`config.mk`:
```
export PLATFORM = sky130hd
export DESIGN_NAME = cbrt_arbiter
export DESIGN_NICKNAME = d
export VERILOG_FILES = /design/src/rtl/cbrt_pkg.sv /design/src/rtl/rr_pick.sv /design/src/rtl/cbrt_arbiter.sv
export SDC_FILE = /design/constraint.sdc
export NUM_CORES = 1
export LEC_CHECK = 0
export ABC_CLOCK_PERIOD_IN_PS = 8550
export CORE_UTILIZATION = 44
export DETAILED_ROUTE_END_ITERATION = 8
export DONT_BUFFER_PORTS = 1
export PLACE_DENSITY = 0.62
export SLEW_MARGIN = 20
export SYNTH_ARGS = -nofsm -noshare
export SYNTH_HDL_FRONTEND = slang
export SYNTH_SLANG_ARGS = --single-unit
```
`constraint.sdc`:
```
create_clock -name clk_i -period 8.55 [get_ports clk_i]
set_input_delay 0 -clock clk_i [delete_from_list [all_inputs] [get_ports clk_i]]
set_output_delay 0 -clock clk_i [all_outputs]
set_load 0.02 [all_outputs]
```
`src/rtl/cbrt_pkg.sv`:
```
// ============================================================================
// Module   : cbrt_pkg
// Purpose  : Shared constants and FSM state encoding for the cbrt arbiter.
// Revision : 1.0
// ============================================================================
`default_nettype none

package cbrt_pkg;

    localparam int CBRT_A_W = 8;
    localparam int CBRT_Y_W = 4;

    typedef enum logic [2:0] {
        ST_IDLE  = 3'd0,
        ST_ISSUE = 3'd1,
        ST_ARM   = 3'd2,
        ST_WAIT  = 3'd3,
        ST_RESP  = 3'd4
    } cbrt_state_e;

endpackage

`default_nettype wire

```
`src/rtl/rr_pick.sv`:
```
// ============================================================================
// Module   : rr_pick
// Purpose  : Combinational round-robin picker; searches upward from ptr+1.
// Revision : 1.0
// ============================================================================
`default_nettype none

module rr_pick #(
    parameter int NUM_REQ = 4,
    parameter int IDX_W   = (NUM_REQ > 1) ? $clog2(NUM_REQ) : 1
) (
    input  logic [NUM_REQ-1:0] req_i,
    input  logic [IDX_W-1:0]   ptr_i,
    output logic [NUM_REQ-1:0] gnt_o,
    output logic [IDX_W-1:0]   idx_o,
    output logic               valid_o
);

    logic [IDX_W-1:0] cand;

    always_comb begin
        gnt_o   = '0;
        idx_o   = '0;
        valid_o = 1'b0;
        cand    = '0;
        // Offset i=NUM_REQ wraps back to the pointer itself, so it has lowest priority.
        for (int i = 1; i <= NUM_REQ; i++) begin
            cand = IDX_W'((int'(ptr_i) + i) % NUM_REQ);
            if (!valid_o && req_i[cand]) begin
                valid_o     = 1'b1;
                idx_o       = cand;
                gnt_o[cand] = 1'b1;
            end
        end
    end

endmodule

`default_nettype wire

```
`src/rtl/cbrt_arbiter.sv`:
```
// ============================================================================
// Module   : cbrt_arbiter
// Purpose  : Round-robin sharing of one cbrt core among NUM_REQ requesters.
// Revision : 1.0
// ============================================================================
`default_nettype none

module cbrt_arbiter
    import cbrt_pkg::*;
#(
    parameter int NUM_REQ = 4,
    parameter int A_W     = CBRT_A_W,
    parameter int Y_W     = CBRT_Y_W
) (
    input  logic                   clk_i,
    input  logic                   rst_i,
    input  logic [NUM_REQ-1:0]     req_bi,
    input  logic [NUM_REQ*A_W-1:0] a_bi,
    output logic [NUM_REQ-1:0]     gnt_bo,
    output logic [NUM_REQ-1:0]     done_bo,
    output logic [Y_W-1:0]         y_bo,
    output logic                   busy_o,
    output logic                   core_start_o,
    output logic [A_W-1:0]         core_a_bo,
    input  logic [1:0]             core_busy_bi,
    input  logic [Y_W-1:0]         core_y_bi
);

    localparam int IDX_W = $clog2(NUM_REQ);

    cbrt_state_e       state_q, state_d;
    logic [IDX_W-1:0]  ptr_q, ptr_d;
    logic [IDX_W-1:0]  win_q, win_d;
    logic [A_W-1:0]    a_q, a_d;
    logic [Y_W-1:0]    y_q, y_d;

    logic [NUM_REQ-1:0] pick_gnt;
    logic [IDX_W-1:0]   pick_idx;
    logic               pick_valid;

    rr_pick #(
        .NUM_REQ (NUM_REQ),
        .IDX_W   (IDX_W)
    ) u_rr_pick (
        .req_i   (req_bi),
        .ptr_i   (ptr_q),
        .gnt_o   (pick_gnt),
        .idx_o   (pick_idx),
        .valid_o (pick_valid)
    );

    always_ff @(posedge clk_i or negedge rst_i) begin
        if (!rst_i) begin
            state_q <= ST_IDLE;
            ptr_q   <= IDX_W'(NUM_REQ - 1);
            win_q   <= '0;
            a_q     <= '0;
            y_q     <= '0;
        end else begin
            state_q <= state_d;
            ptr_q   <= ptr_d;
            win_q   <= win_d;
            a_q     <= a_d;
            y_q     <= y_d;
        end
    end

    always_comb begin
        state_d      = state_q;
        ptr_d        = ptr_q;
        win_d        = win_q;
        a_d          = a_q;
        y_d          = y_q;
        gnt_bo       = '0;
        done_bo      = '0;
        core_start_o = 1'b0;

        case (state_q)
            ST_IDLE: begin
                if (pick_valid) begin
                    gnt_bo  = pick_gnt;
                    a_d     = a_bi[int'(pick_idx)*A_W +: A_W];
                    win_d   = pick_idx;
                    ptr_d   = pick_idx;
                    state_d = ST_ISSUE;
                end
            end
            ST_ISSUE: begin
                core_start_o = 1'b1;
                state_d      = ST_ARM;
            end
            // Core busy is not yet valid while it registers the start pulse.
            ST_ARM: begin
                state_d = ST_WAIT;
            end
            ST_WAIT: begin
                if (core_busy_bi == 2'b00) begin
                    y_d     = core_y_bi;
                    state_d = ST_RESP;
                end
            end
            ST_RESP: begin
                done_bo[win_q] = 1'b1;
                state_d        = ST_IDLE;
            end
            default: begin
                state_d = ST_IDLE;
            end
        endcase
    end

    assign busy_o    = (state_q != ST_IDLE);
    assign core_a_bo = a_q;
    assign y_bo      = y_q;

endmodule

`default_nettype wire

```
Word-level counts from Yosys, hierarchy flattened

Index checks and enable logic that the tools add are counted.

Input port bits: 44
Logic and storage cells: 83
Bits in writable memories: 0
Bits in read-only memories: 0
Latch bits: 0
Output and inout port bits: 22
Register bits after elaboration: 19
Memories: 0

Bitwise logic cells: 3
Divide/modulo/power cells: 0
Magnitude comparators: 10
Add/subtract/negate cells: 4
Shifts and indexed selects: 1
Eq/ne operators: 6
Reduce and logical (&&, ||, !) cells: 17
Mux-type cells: 37
$mul: 0

Operators by type and width:

| operator                                                                     | count |
|---|---|
| 32-bit by 6-bit indexed part select with 8-bit output                        | 1 |
| 4-bit 2-to-1 mux                                                             | 7 |
| 2-bit by 3-bit less-than comparator with 1-bit output, second input constant | 5 |
| 1-bit 2-to-1 mux                                                             | 14 |
| 4-bit OR                                                                     | 3 |
| 3-bit case mux with 4 select lines                                           | 1 |
| 1-bit demux with 2-bit select                                                | 5 |
| 2-bit by 1-bit >= comparator with 1-bit output, second input constant        | 5 |
| 1-bit binary-select mux with 2-bit select                                    | 4 |
| 1-bit logical AND                                                            | 8 |
| 2-bit 2-to-1 mux                                                             | 4 |
| 3-bit by 2-bit == test with 1-bit output, second input constant              | 2 |
| 3-bit 2-to-1 mux                                                             | 2 |
| 2-bit AND reduction                                                          | 3 |
| 2-bit by 1-bit adder with 2-bit output, second input constant                | 2 |
| 2-bit adder, second input constant                                           | 2 |
| 2-bit inequality test, second input constant                                 | 2 |
| 3-bit by 1-bit == test with 1-bit output, second input constant              | 1 |
| 3-bit == test, second input constant                                         | 1 |
| 1-bit logical NOT                                                            | 3 |
| 3-bit logical NOT                                                            | 1 |
| 3-bit nonzero test                                                           | 1 |
| 2-bit logical NOT                                                            | 1 |

Longest topological paths before layout

Word-level depth: 15
Gate-level depth with buffers: 13
Mapped depth without buffers: 8

Hierarchy

A second synthesis with hierarchy kept.

Cell total of the unflattened synthesis: 161
Area, all modules: 1654.1 um^2

By module, submodules not included:

| module       | cells an instance | area an instance (um^2) | times used |
|---|---|---|---|
| cbrt_arbiter | 75                | 1024.7                  | 1 |
| rr_pick      | 86                | 629.4                   | 1 |

Worst setup path after synthesis

OpenSTA, ideal clock, no wires.

Path type: register to register
Start point: reg ptr_q[0]
End point: reg a_q[0] (netlist: core_a_bo[0])
Clock period less this slack: 3.206 ns
Data required time: 8.418 ns
Stages on the path, launching flop included: 13
Library setup time: 0.132 ns
Data arrival time: 3.074 ns
Path buffers: 4
Slack: 5.344 ns
Cell sequence: dfstp_2 buf_6 inv_1 clkbuf_1 clkbuf_1 ha_1 mux4_2 nor2b_1 o21a_1 o41ai_2 buf_6 mux2i_1 o21ai_1

Cells in the longest elaborated chain, start to end: 14
Elaborated cells on any way between the ends: 28

Ends and longest elaborated chain:

| what                                                                                                | line               | text |
|---|---|---|
| start, declared                                                                                     | cbrt_arbiter.sv:32 | `logic [IDX_W-1:0] ptr_q, ptr_d;` |
| start signal, assigned                                                                              | cbrt_arbiter.sv:55 | `ptr_q <= IDX_W'(NUM_REQ - 1);` |
| start signal, assigned                                                                              | cbrt_arbiter.sv:61 | `ptr_q <= ptr_d;` |
| 2-bit by 1-bit adder with 2-bit output                                                              | rr_pick.sv:28      | `cand = IDX_W'((int'(ptr_i) + i) % NUM_REQ);` |
| 1-bit binary-select mux with 2-bit select                                                           | rr_pick.sv:29      | `if (!valid_o && req_i[cand]) begin` |
| 1-bit 2-to-1 mux (implied by the code)                                                              | rr_pick.sv:29      |  |
| 1-bit 2-to-1 mux                                                                                    | rr_pick.sv:29      |  |
| 1-bit logical NOT                                                                                   | rr_pick.sv:29      |  |
| 1-bit logical AND                                                                                   | rr_pick.sv:29      |  |
| 1-bit 2-to-1 mux                                                                                    | rr_pick.sv:29      |  |
| 1-bit logical NOT                                                                                   | rr_pick.sv:29      |  |
| 1-bit logical AND                                                                                   | rr_pick.sv:29      |  |
| 1-bit 2-to-1 mux                                                                                    | rr_pick.sv:29      |  |
| 1-bit logical NOT                                                                                   | rr_pick.sv:29      |  |
| 1-bit logical AND                                                                                   | rr_pick.sv:29      |  |
| 2-bit 2-to-1 mux / 1-bit 2-to-1 mux (equally long branches)                                         | rr_pick.sv:29      |  |
| 32-bit by 6-bit indexed part select with 8-bit output / 2-bit AND reduction (equally long branches) | n/a                |  |
| end signal, assigned                                                                                | cbrt_arbiter.sv:57 | `a_q <= '0;` |
| end signal, assigned                                                                                | cbrt_arbiter.sv:63 | `a_q <= a_d;` |
| end, declared                                                                                       | cbrt_arbiter.sv:34 | `logic [A_W-1:0] a_q, a_d;` |

Several ways; a longest one is shown, not always the timed one. The select of a mux whose other input is x is not followed.
A chain may end at the register's enable or synchronous reset.

Worst setup path after layout

Start point: reg ptr_q[0]
End point: out gnt_bo[1]

Cells in the longest elaborated chain, start to end: 15
Elaborated cells on any way between the ends: 51

Ends and longest elaborated chain:

| what                                                                                                           | line               | text |
|---|---|---|
| parallel branches: the longest is 13 deep, another holds 2-bit by 3-bit less-than comparator with 1-bit output | n/a                |  |
| 4-bit 2-to-1 mux (*)                                                                                           | cbrt_arbiter.sv:80 | `if (pick_valid) begin` |
| 4-bit 2-to-1 mux (*)                                                                                           | cbrt_arbiter.sv:78 | `case (state_q)` |
| end, declared                                                                                                  | cbrt_arbiter.sv:19 | `output logic [NUM_REQ-1:0] gnt_bo,` |

Mark *: on every way between the ends. The select of a mux whose other input is x is not followed.

==> flow_summary.json <==
{
  "die_y_microns": 72.30,
  "worstMarginPinSlew_ns": 0.9432,
  "power.share.sequential": 0.211,
  "cp_data_required_time_ns": 8.55,
  "status": "completed",
  "switching_power_uw": 531.5,
  "insertion_delay_ns": 0.26,
  "postSynthCellCount": 271,
  "post-route-min-period_ns": 4.381,
  "postCtsSetupRepairBufs": 0,
  "antenna_left": 0,
  "cts_buffers": 3,
  "min_period_over_period": 0.5124,
  "worstSetupStartpointType": "register",
  "p_leak_uw": 0.0008759,
  "clock_path_buffers": 2,
  "area_delta_synth_final_pct": 5.006,
  "vdd_drop_max_mv": 0.1714,
  "cts_hold_buf": 8,
  "ios": 66,
  "switching_share": 0.5395,
  "max_freq_ghz": 0.2283,
  "grt-ovfl-total": 0,
  "min_path_type": "input pin to register",
  "crit_arrival_ns": 4.38,
  "drc": 0,
  "io_buffers": 0,
  "fin_util": 0.4803,
  "hold_viol": 0,
  "endpoint_kind": "primary output",
  "hpwlAfterDp_microns": 3800,
  "ctsResizeCount": 0,
  "dr.pass1.iters": 5,
  "final_nets": 317,
  "rows": 25,
  "root_buffer": "clkbuf_8",
  "tritoncts": "done",
  "filler_cell_count": 502,
  "worst_slack_ns": 4.169,
  "finalClockSkew_ns": 0.004267,
  "avgSynthCellArea_sq_um": 8.024,
  "grt_setup_unrepaired": "false",
  "h-tree-depth": 1,
  "syn-cell-area_sq_um": 2175,
  "max-cap-violations": 0,
  "power.share.combinational": 0.726,
  "finalSetupTns_ns": 0,
  "synth-seq-cells": 19,
  "syn_nets": 323,
  "core_area_sq_um": 4755,
  "critical_path_peak_fanout": 58,
  "antenna_found_initial": 0,
  "via_per_inst": 6.130,
  "start_util": 0.4574,
  "synth_cell_types": 42,
  "slew_headroom": 0.3654,
  "dr_total_vias": 2029,
  "drt_iter0_markers": 200,
  "power_density_nw_per_um2": 431.5,
  "grt_pass1_wl_microns": 8769,
  "pre_cts_ws_ns": 4.228,
  "cts.sinks": 19,
  "clk_pin_slew_ns": 0.07,
  "grt_max_degree": 59,
  "dieWidth_microns": 72.30,
  "place.gp.congestion": 0.7844,
  "setup_viol": 0,
  "power.internal_uw": 453.7,
  "yosysWarnings": 0,
  "ys_seq_area_frac": 0.2198,
  "grt_usage": 0.2096,
  "drive_gt1_frac": 0.1212,
  "first_global_vias": 1783,
  "die-area_sq_um": 5227,
  "slew_violations": 0,
  "avgRoutedWirePerCell_microns": 16.38,
  "critPathKind": "register to primary output",
  "n_antenna_cell": 0,
  "postRouteWirelength_microns": 5422,
  "p_clk_frac": 0.063
}
==> metal layers <==
layer	vias up	global-route usage	part of all wire
met3	5	0.04167	0.053
met4	0	0.02614	0.0055
met2	61	0.3313	0.49
li1	993	-	-
met5	-	0	0
met1	970	0.3043	0.45
==> registers in the layout, summed over array words and instances (netlist names) <==
register / count
y_bo: 4
state_q: 3
win_q: 2
core_a_bo: 8
ptr_q: 2
==> critical path, cell delays in order (launching register included) <==
cell     delay [ns]
dfstp_2        0.52
buf_4          0.48
inv_1          0.54
ha_1           0.68
mux4_2         0.66
nor3_2         0.30
nand2_1        0.11
nand2_1        0.53
nor2_1         0.28
==> cells in the final DEF, fill, tap and decap left out, drive strengths merged, types with 3 or more instances in the layout <==
cell type	synthesis	routed
and2	8	8
nor3	7	7
a211oi	9	9
nand4	16	16
mux4	3	3
a2111oi	8	8
a22oi	4	4
ha	8	8
nor4	9	9
a21oi	20	20
mux2i	13	13
dlygate4sd3	0	8
buf	15	3
clkbuf	7	4
nor2b	10	10
o21ai	20	20
mux2	15	15
dfrtp	17	17
a221oi	4	4
inv	13	13
nor2	22	22
nand3	3	3
nand2	23	23
==> path summary, 6_finish.rpt <==
check	start	end	slack, ns	cells past startpoint
worst max-delay path	ptr_q[0]	gnt_bo[1]	4.17	8
worst min-delay path	core_busy_bi[1]	y_bo[3]	0.11	2
worst max register to register	ptr_q[0]	core_a_bo[5]	4.17	10
worst min register to register	win_q[1]	win_q[1]	0.55	1
max in group asynchronous	rst_i	core_a_bo[0]	7.75	1
min in group asynchronous	rst_i	state_q[1]	0.28	1
==> final cells by class <==
class                   instances  area (sq um)  share of cell area
well taps                      67         83.83             0.03671
flip-flops and latches         19         478.0              0.2093
clock buffers                   4         45.04             0.01973
repair buffers                 11         102.6             0.04493
multi-input cells             217          1525              0.6679
inverters                      13         48.80             0.02137
==> power groups by stage <==
stage                     combinational [uW]  clock (uW)  sequential, uW
final                                    715        61.6             208
after global routing                     787        67.7             215
after CTS                                712        64.0             210
after detailed placement                 705           0             212
after global placement                   699           0             210
after floorplan                          612           0             197
==> Yosys cell counts <==
cell,n,area [sq um]
nor3b_1,1,7.510
o21a_1,1,7.510
o21ba_1,1,10.01
o311ai_1,1,8.760
mux2i_1,12,120.1
xnor2_1,1,8.760
a22oi_1,4,30.03
buf_6,4,45.04
a221oi_1,4,35.03
a21oi_1,20,100.1
dfstp_2,2,52.55
nand3_1,3,15.01
nor3_2,1,10.01
o21bai_1,1,7.510
nand2b_1,2,12.51
a211oi_2,1,12.51
inv_1,13,48.80
o31ai_1,2,15.01
a2111oi_0,8,70.07
nor2b_4,1,13.76
a211oi_1,8,60.06
o21ai_0,11,55.05
nor3_1,6,30.03
nand4_1,16,100.1
mux4_2,3,67.56
a32o_1,1,10.01
mux2i_4,1,22.52
and2_1,8,50.05
o21bai_4,1,18.77
o21ai_1,9,45.04
mux2_2,15,168.9
nand2_1,23,86.33
buf_2,8,40.04
dfrtp_1,17,425.4
nor2b_1,9,56.30
clkbuf_1,7,26.28
buf_1,3,11.26
a21o_1,2,15.01
nor4_1,9,56.30
ha_1,8,100.1
o41ai_2,1,16.27
nor2_1,22,82.58
==> through the flow <==
| step | cells | hold WS (ns) | area [sq um] | total power, uW |
|---|---|---|---|---|
| floorplan | 271 | -0.2956 | 2175 | 809.0 |
| global placement | 319 | -0.2952 | 2158 | 909.6 |
| detailed placement | 319 | -0.2952 | 2158 | 916.4 |
| CTS | 331 | 0.09004 | 2283 | 985.7 |
| global route | 331 | 0.1068 | 2283 | 1070 |
| finish | 331 | 0.1071 | 2283 | 985.2 |
==> cells by family (layout without fill, tap and decap cells) <==
logic type | count (synthesis) | in the layout | synth area share
AND/OR/NAND/NOR | 101 | 101 | 0.2394
AO/OA/AOI/OAI | 76 | 76 | 0.2376
flip-flops | 19 | 19 | 0.2198
buffers and inverters | 35 | 28 | 0.07883
XOR/XNOR | 1 | 1 | 0.004028
adder cells (fa/ha/maj) | 8 | 8 | 0.04603
multiplexers | 31 | 31 | 0.1743
(Power assumes the default switching activity.)
